===== src/rtl/multicycle_sequencer.sv =====
// Phase sequencer for the multi-cycle femtoRV32 core: FETCH/DECODE/EXEC/MEM/WB stepping,
// phase write enables, shared memory port handshake, illegal-opcode/bus-timeout traps.
module multicycle_sequencer #(
    parameter int TIMEOUT = 16,
    parameter int CNT_W   = 32
) (
    input  logic             clk,
    input  logic             rst_n,
    input  logic             run,
    input  logic [4:0]       opcode,
    input  logic             mem_ready,
    output logic             mem_req,
    output logic             mem_we,
    output logic             addr_sel,
    output logic             ir_we,
    output logic             pc_we,
    output logic             rf_we,
    output logic             halted,
    output logic             trap,
    output logic [1:0]       trap_cause,
    output logic [CNT_W-1:0] retired
);

    typedef enum logic [2:0] {
        S_IDLE,
        S_FETCH,
        S_DECODE,
        S_EXEC,
        S_MEM,
        S_WB,
        S_HALT,
        S_TRAP
    } state_t;

    localparam logic [4:0] OP_OP     = 5'b01100;
    localparam logic [4:0] OP_IMM    = 5'b00100;
    localparam logic [4:0] OP_LOAD   = 5'b00000;
    localparam logic [4:0] OP_STORE  = 5'b01000;
    localparam logic [4:0] OP_BRANCH = 5'b11000;
    localparam logic [4:0] OP_JAL    = 5'b11011;
    localparam logic [4:0] OP_JALR   = 5'b11001;
    localparam logic [4:0] OP_LUI    = 5'b01101;
    localparam logic [4:0] OP_AUIPC  = 5'b00101;
    localparam logic [4:0] OP_FENCE  = 5'b00011;
    localparam logic [4:0] OP_SYSTEM = 5'b11100;

    // The wait counter never exceeds TIMEOUT-1, so clog2(TIMEOUT) bits suffice.
    localparam int                WAIT_W    = (TIMEOUT > 2) ? $clog2(TIMEOUT) : 1;
    localparam logic [WAIT_W-1:0] WAIT_LAST = WAIT_W'(TIMEOUT - 1);
    localparam logic              TMO_EN    = (TIMEOUT != 0);

    state_t             r_state;
    state_t             w_next;
    logic [WAIT_W-1:0]  r_wait;
    logic [CNT_W-1:0]   r_retired;
    logic               r_halted;
    logic               r_trap;
    logic [1:0]         r_cause;
    logic [1:0]         w_cause;
    logic               w_legal;
    logic               w_wait_last;

    always_comb begin
        w_legal = 1'b0;
        case (opcode)
            OP_OP, OP_IMM, OP_LOAD, OP_STORE, OP_BRANCH,
            OP_JAL, OP_JALR, OP_LUI, OP_AUIPC, OP_FENCE: w_legal = 1'b1;
            default:                                      w_legal = 1'b0;
        endcase
    end

    // Ready in the final allowed wait cycle still completes the request.
    assign w_wait_last = TMO_EN && (r_wait == WAIT_LAST);

    always_comb begin
        w_next   = r_state;
        w_cause  = 2'b00;
        mem_req  = 1'b0;
        mem_we   = 1'b0;
        addr_sel = 1'b0;
        ir_we    = 1'b0;
        pc_we    = 1'b0;
        rf_we    = 1'b0;
        case (r_state)
            S_IDLE: begin
                if (run) w_next = S_FETCH;
            end
            S_FETCH: begin
                mem_req = 1'b1;
                ir_we   = mem_ready;
                if (mem_ready) begin
                    w_next = S_DECODE;
                end else if (w_wait_last) begin
                    w_next  = S_TRAP;
                    w_cause = 2'b10;
                end
            end
            S_DECODE: begin
                if (opcode == OP_SYSTEM) begin
                    w_next = S_HALT;
                end else if (w_legal) begin
                    w_next = S_EXEC;
                end else begin
                    w_next  = S_TRAP;
                    w_cause = 2'b01;
                end
            end
            S_EXEC: begin
                if (opcode == OP_LOAD || opcode == OP_STORE) w_next = S_MEM;
                else if (opcode == OP_BRANCH || opcode == OP_FENCE) pc_we = 1'b1;
                else w_next = S_WB;
            end
            S_MEM: begin
                mem_req  = 1'b1;
                addr_sel = 1'b1;
                mem_we   = (opcode == OP_STORE);
                if (mem_ready) begin
                    if (opcode == OP_STORE) pc_we = 1'b1;
                    else w_next = S_WB;
                end else if (w_wait_last) begin
                    w_next  = S_TRAP;
                    w_cause = 2'b10;
                end
            end
            S_WB: begin
                rf_we = 1'b1;
                pc_we = 1'b1;
            end
            default: ;
        endcase
        // A PC update marks instruction retire.
        if (pc_we) w_next = run ? S_FETCH : S_IDLE;
    end

    always_ff @(posedge clk or negedge rst_n) begin
        if (!rst_n) begin
            r_state   <= S_IDLE;
            r_wait    <= '0;
            r_retired <= '0;
            r_halted  <= 1'b0;
            r_trap    <= 1'b0;
            r_cause   <= 2'b00;
        end else begin
            r_state <= w_next;
            if (w_next != r_state && (w_next == S_FETCH || w_next == S_MEM))
                r_wait <= '0;
            else if (mem_req && !mem_ready)
                r_wait <= r_wait + WAIT_W'(1);
            if (pc_we) r_retired <= r_retired + CNT_W'(1);
            if (w_next == S_HALT) r_halted <= 1'b1;
            if (w_next == S_TRAP && r_state != S_TRAP) begin
                r_trap  <= 1'b1;
                r_cause <= w_cause;
            end
        end
    end

    assign halted     = r_halted;
    assign trap       = r_trap;
    assign trap_cause = r_cause;
    assign retired    = r_retired;

endmodule


===== config.mk =====
export PLATFORM = sky130hd
export DESIGN_NAME = multicycle_sequencer
export DESIGN_NICKNAME = d
export VERILOG_FILES = /design/src/rtl/multicycle_sequencer.sv
export SDC_FILE = /design/constraint.sdc
export NUM_CORES = 1
export LEC_CHECK = 0
export BUFFER_PORTS_ARGS = -buffer_cell sky130_fd_sc_hd__buf_2
export CORE_UTILIZATION = 35
export DETAILED_ROUTE_END_ITERATION = 10
export GPL_ROUTABILITY_DRIVEN = 0
export PLACE_DENSITY = 0.65
export SETUP_SLACK_MARGIN = 0.02
export SYNTH_ARGS = -nofsm -noshare
export SYNTH_HDL_FRONTEND = slang
export SYNTH_SLANG_ARGS = --single-unit

===== constraint.sdc =====
create_clock -name clk -period 2.7 [get_ports clk]
set_clock_uncertainty 0.1 [all_clocks]
set_input_delay 0.135 -clock clk [delete_from_list [all_inputs] [get_ports clk]]
set_output_delay 0.135 -clock clk [all_outputs]
set_load 0.01 [all_outputs]

==> After elaboration in Yosys (flattened, before gate mapping) <==
Memory sizes are Yosys's and may differ from the RTL's.
Cells that the tools add are included.
Widths: inputs -> output; s select.
{ "totals": {"rom_bits": 32, "reg_bits": 43, "mem_count": 1, "output_inout_bits": 42, "in_bits": 9, "word_cells": 65} }
{ "memory_table": {"columns": ["name", "words", "width", "rd", "rd_clocked_by_memory_dff", "write_ports", "line_no", "text"], "rows": [
  ["(name not given)", 32, 1, 1, 0, 0, "65", "case (opcode)"]
]} }
{ "classes": {"eq_ne": 16, "reduce_logical": 11, "n_mux": 29, "add_sub_neg": 2} }
{ "ops": {"columns": ["cell", "count"], "rows": [
  ["$add 32x1->32 const B", 1],
  ["$mux 3", 10],
  ["$eq 3x3->1 const B", 5],
  ["$pmux 3 s5", 1],
  ["$mux 1", 12],
  ["$eq 5x5->1 const B", 2],
  ["$mux 4", 2],
  ["$eq 3x1->1 const B", 2],
  ["$eq 3x2->1 const B", 2],
  ["$eq 5x2->1 const B", 1],
  ["$eq 5x4->1 const B", 1],
  ["$logic_not 5->1", 1],
  ["$add 4x1->4 const B", 1],
  ["$eq 4x4->1 const B", 1],
  ["$mux 2", 2],
  ["$pmux 2 s2", 1],
  ["$logic_and 1x1->1", 3],
  ["$logic_not 3->1", 1],
  ["$logic_or 1x1->1", 3],
  ["$ne 3x3->1", 1],
  ["$ne 3x3->1 const B", 1],
  ["$pmux 1 s3", 1],
  ["$reduce_bool 2->1", 1],
  ["$reduce_or 2->1", 1],
  ["$logic_not 1->1", 1]
]} }

==> Longest topological paths before layout <==
{ "depth": {"ltp_word": 10, "depth_mapped": 8, "depth_no_buf": 7} }

==> Least setup slack after synthesis <==
Ideal clock, no wire load.
{ "synth_timing": {"kind": "register -> register", "startpoint": "reg r_wait[0]", "endpoint": "reg r_trap, in the netlist trap", "arrival_time_ns": 1.618, "period_less_slack_ns": 1.842, "setup_ns": 0.124, "path_buffers": 0, "path_stages_with_launch": 7, "setup_slack_ns": 0.858, "required_ns": 2.476, "cell_sequence": "dfrtp_1 -> ha_1 -> and4b_1 -> o21a_1 -> a21oi_1 -> a2111oi_2 -> or2_1"} }
{ "synth_between": {"elab_chain_len": 7, "elab_cells_between_ends": 8, "classes_between": "eq/ne: 2; mux: 5; reduce/logical: 1"} }
{ "synth_lines": {"columns": ["item", "line_no", "text"], "rows": [
  ["start, declared", "54", "logic [WAIT_W-1:0] r_wait;"],
  ["start signal, assigned", "148", "r_wait <= r_wait + WAIT_W'(1);"],
  ["$eq 4x4->1 (*)", "73", "assign w_wait_last = TMO_EN && (r_wait == WAIT_LAST);"],
  ["$mux 3 (*)", "93, 120", null],
  ["$mux 3, on equally long branches", "117, 91", null],
  ["$pmux 3 s5 (*)", "84", "case (r_state)"],
  ["$mux 3 (*)", "132", "if (pc_we) w_next = run ? S_FETCH : S_IDLE;"],
  ["$eq 3x3->1 (*)", "151", "if (w_next == S_TRAP && r_state != S_TRAP) begin"],
  ["$logic_and 1x1->1 (*)", "151", null],
  ["end signal, assigned", "141", "r_trap <= 1'b0;"],
  ["end signal, assigned", "152", "r_trap <= 1'b1;"],
  ["end, declared", "57", "logic r_trap;"]
]} }
Every way passes the cells marked *; elsewhere a longest branch is shown, timed or not.
A chain may end at the register's enable or synchronous reset.

==> Worst setup path after layout <==
{ "layout_timing": {"startpoint": "reg r_state[1]", "endpoint": "reg r_retired[17], in the netlist retired[17]"} }
{ "layout_between": {"elab_chain_len": 2, "elab_cells_between_ends": 4, "classes_between": "eq/ne: 3; mux: 1"} }
{ "layout_lines": {"columns": ["item", "line_no", "text"], "rows": [
  ["start, declared", "52", "state_t r_state;"],
  ["start signal, assigned", "144", "r_state <= w_next;"],
  ["$eq 3x3->1 or $eq 3x2->1 (tied branches)", "84", null],
  ["$pmux 1 s3 (*)", "84", null],
  ["end signal, assigned", "149", "if (pc_we) r_retired <= r_retired + CNT_W'(1);"],
  ["end, declared", "55", "logic [CNT_W-1:0] r_retired;"]
]} }
Marks and branches as above.

==> impl_metrics.yaml <==
logic_synthesis:
  synth_top_family_by_area: "simple AND/OR/NAND/NOR gates"
  yosysSeqAreaShare_pct: 44.7
  synthArstFlopShare_pct: 100
  yosys.area_share.simple_pct: 24.7
  synth_top_cell_area_share_pct: 44.7
  syn_nets: 243
  synth-compound-area-share_pct: 10.7
  synth.distinct_cells: 50
  ys_seq_elements: 43
  synth_mux_area_share_pct: 0.883
  synth_xor_area_share_pct: 13.1
  ys.flop_type: "dfrtp_1"
  yosysWarnings: 0
  avgSynthCellArea_um2: 10.5
  netlist_instances: 229
  synthesis.area_um2: 2410
  synthTopCellsByCount: "dfrtp_1, xor2_1, xnor2_1"
  synth_edf_count: 0
  synthAdderAreaFrac_pct: 2.60
  synth_area_leader_cell: "dfrtp_1"
  synth.area.top_cells: "dfrtp_1, xor2_1, xnor2_1"
  synth.most_common_cell: "dfrtp_1"
clocking:
  cts_buffers: 5
  htreeDepth: 2
  cts_tree: "yes"
  clkSlewWorstSetupHoldPaths_ps: 80
  cts_resized: 0
  clk_latency_ps: 290
  postCtsSetupBuffers: 0
  root_buffer: "clkbuf_8"
  clk_path_buf_depth: 2
  clock-sinks: 43
floorplanning:
  die_width_um: 85.0
  die_h_um: 85.0
  initial_core_util_pct: 37.1
  pin_count: 51
  die-area_um2: 7220
  fp.coreArea_um2: 6490
  rows: 29
cells_and_area:
  areaGrowthSynthToFinish_pct: 17.0
  n_antenna_cell: 0
  layout-drive-gt1-share_pct: 27.1
  fin_nets: 297
detailed_routing:
  wl_per_cell_um: 13.5
  drc: 3
  via_per_inst: 5.21
  num_vias: 1882
  drt_wl_total_um: 4880
  dr.first_iter.drc_count: 114
  ant_nets: 0
  dr.pass1.iters: 10
critical_path:
  crit_chain: "and3b_1 -> a41o_1 -> o2111ai_4 -> nor3_1 -> xor2_1"
  end_kind: "flip-flop"
  startpoint_type: "flip-flop"
  worstPathArrival_ps: 2230
  crit_required_ps: 2770
  crit_type: "flip-flop to flip-flop"
  cp_max_fo: 15
  max_stage_delay_ps: 610
  cpMaxStageDelayCell: "dfrtp_1"
sta:
  rsz0062_at_grt: "false"
  worst_pin_slew_ps: 946
  hold_viol_final: 0
  period_minus_slack_ps: 2160
  whs_ps: 38.4
  fin_setup_tns_ps: 0
  fmax_mhz: 463
  maxSlewViolCount: 0
  slew_headroom_pct: 36.9
  post-route-period-util_pct: 79.9
  setup_viol: 0
power_and_ir_drop:
  peakVddDrop_mv: 0.262
  leakage_nw: 1.38
  power_mw: 2.07
  powerDensity_nw_per_um2: 735
  p_sw_share_pct: 39.3
  combPwrFrac_pct: 36.9
  p_int_mw: 1.26
  pwr-share-seq_pct: 44.2
  p_sw_mw: 0.816
  p_clk_share_pct: 19.0
hold_path:
  hold_path.class: "input port to flip-flop"
grt:
  groute.usage.overall_pct: 14.6
  grt_max_degree: 44
  grt_pass1_wl_um: 8470
  grtUsageMet1_pct: 19.3
  grt_use_met2_pct: 23.7
  top_usage_layer: "met2"
  gr-total-overflow: 0
  antenna_found_initial: 0
  use_met3_pct: 3.50
  grt_pass1_vias: 1845
run_status:
  violations: "DRC"
  outcome: "complete, but fails checks"
placed_design:
  io_buffers: 50
  hpwl_um: 3570
job:
  maxCapViolCount: 0
-- sequential cells by signal, indices dropped and copies added, names as in the netlist --
| signal | flops |
|---|---|
| r_wait | 4 |
| retired | 32 |
| trap_cause | 2 |
| halted | 1 |
| trap | 1 |
| r_state | 3 |
-- layout make-up --
type / count / area (um2)
inverters: 12 / 45.0
clock buffers: 7 / 76.3
flip-flops and latches: 43 / 1080
multi-input cells: 169 / 1250
well taps: 77 / 96.3
fillers: 630 / 3680
clock inverters: 1 / 5.00
repair buffers: 52 / 268
-- logic make-up after synthesis --
| group | Yosys count |
|---|---|
| and+or+nand+nor | 94 |
| muxes | 2 |
| DFF | 43 |
| adders and majority gates | 5 |
| buffers and inverters | 17 |
| AOI/OAI and AO/OA | 32 |
| xor gates and xnor gates | 36 |
-- worst paths after layout --
| check | depth (start not counted) | to | slack, ps | startpoint |
|---|---|---|---|---|
| worst max-delay path | 5 | retired[17]$_DFFE_PN0P_ | 540 | r_state[1]$_DFF_PN0_ |
| worst min-delay path | 3 | r_state[0]$_DFF_PN0_ | 40 | run |
| worst max register to register | 5 | retired[17]$_DFFE_PN0P_ | 540 | r_state[1]$_DFF_PN0_ |
| worst min register to register | 1 | retired[31]$_DFFE_PN0P_ | 370 | retired[31]$_DFFE_PN0P_ |
| max in group asynchronous | 2 | r_state[1]$_DFF_PN0_ | 1490 | rst_n |
| min in group asynchronous | 2 | retired[10]$_DFFE_PN0P_ | 420 | rst_n |
-- cell usage in the layout, fill, tap and decap left out, types with 7 or more instances in the layout --
master	n
buf_2	50
dfrtp_1	43
inv_1	12
nand2_1	15
nand3_1	11
nand4_1	7
nor2_1	15
nor3_1	10
nor3_2	7
xnor2_1	16
xor2_1	20
-- per-layer routing --
| metal | wire length, um | part of all wire, % | vias up |
|---|---|---|---|
| met3 | 272 | 5.6 | 7 |
| met5 | 0 | 0 | - |
| met1 | 2280 | 47 | 905 |
| met4 | 53 | 1.1 | 0 |
| met2 | 2270 | 47 | 48 |
| li1 | - | - | 922 |
-- stage by stage --
| step | instance area [um2] | cells | setup WS [ps] | util [%] |
|---|---|---|---|---|
| after floorplan | 2410 | 229 | 858 | - |
| after global placement | 2730 | 352 | 571 | 42.0 |
| after detailed placement | 2730 | 352 | 529 | 42.0 |
| after CTS | 2820 | 361 | 525 | 43.4 |
| after global routing | 2820 | 361 | 349 | 43.4 |
| final | 2820 | 361 | 542 | 43.4 |
-- worst max-delay path, delay by kind of cell (launching register included) --
family,cells,cell delay (ps)
flops,1,610
simple gates,2,410
compound gates,2,750
xor+xnor,1,160
-- power by group through the flow --
stage	registers (mW)	clock network, mW	logic [mW]
final	0.915	0.394	0.764
after global routing	0.942	0.430	0.842
after global placement	0.929	0	0.759
after floorplan	0.885	0	0.584
after detailed placement	0.931	0	0.768
after CTS	0.917	0.410	0.772
-- timing repair --
item | 4_1_cts | 5_1_grt
hold buffers | 1 | 0
endpoints found under the hold margin | 43 | 0
setup endpoints to repair | 0 | 0
No activity file was read; power rests on OpenSTA's default activity.
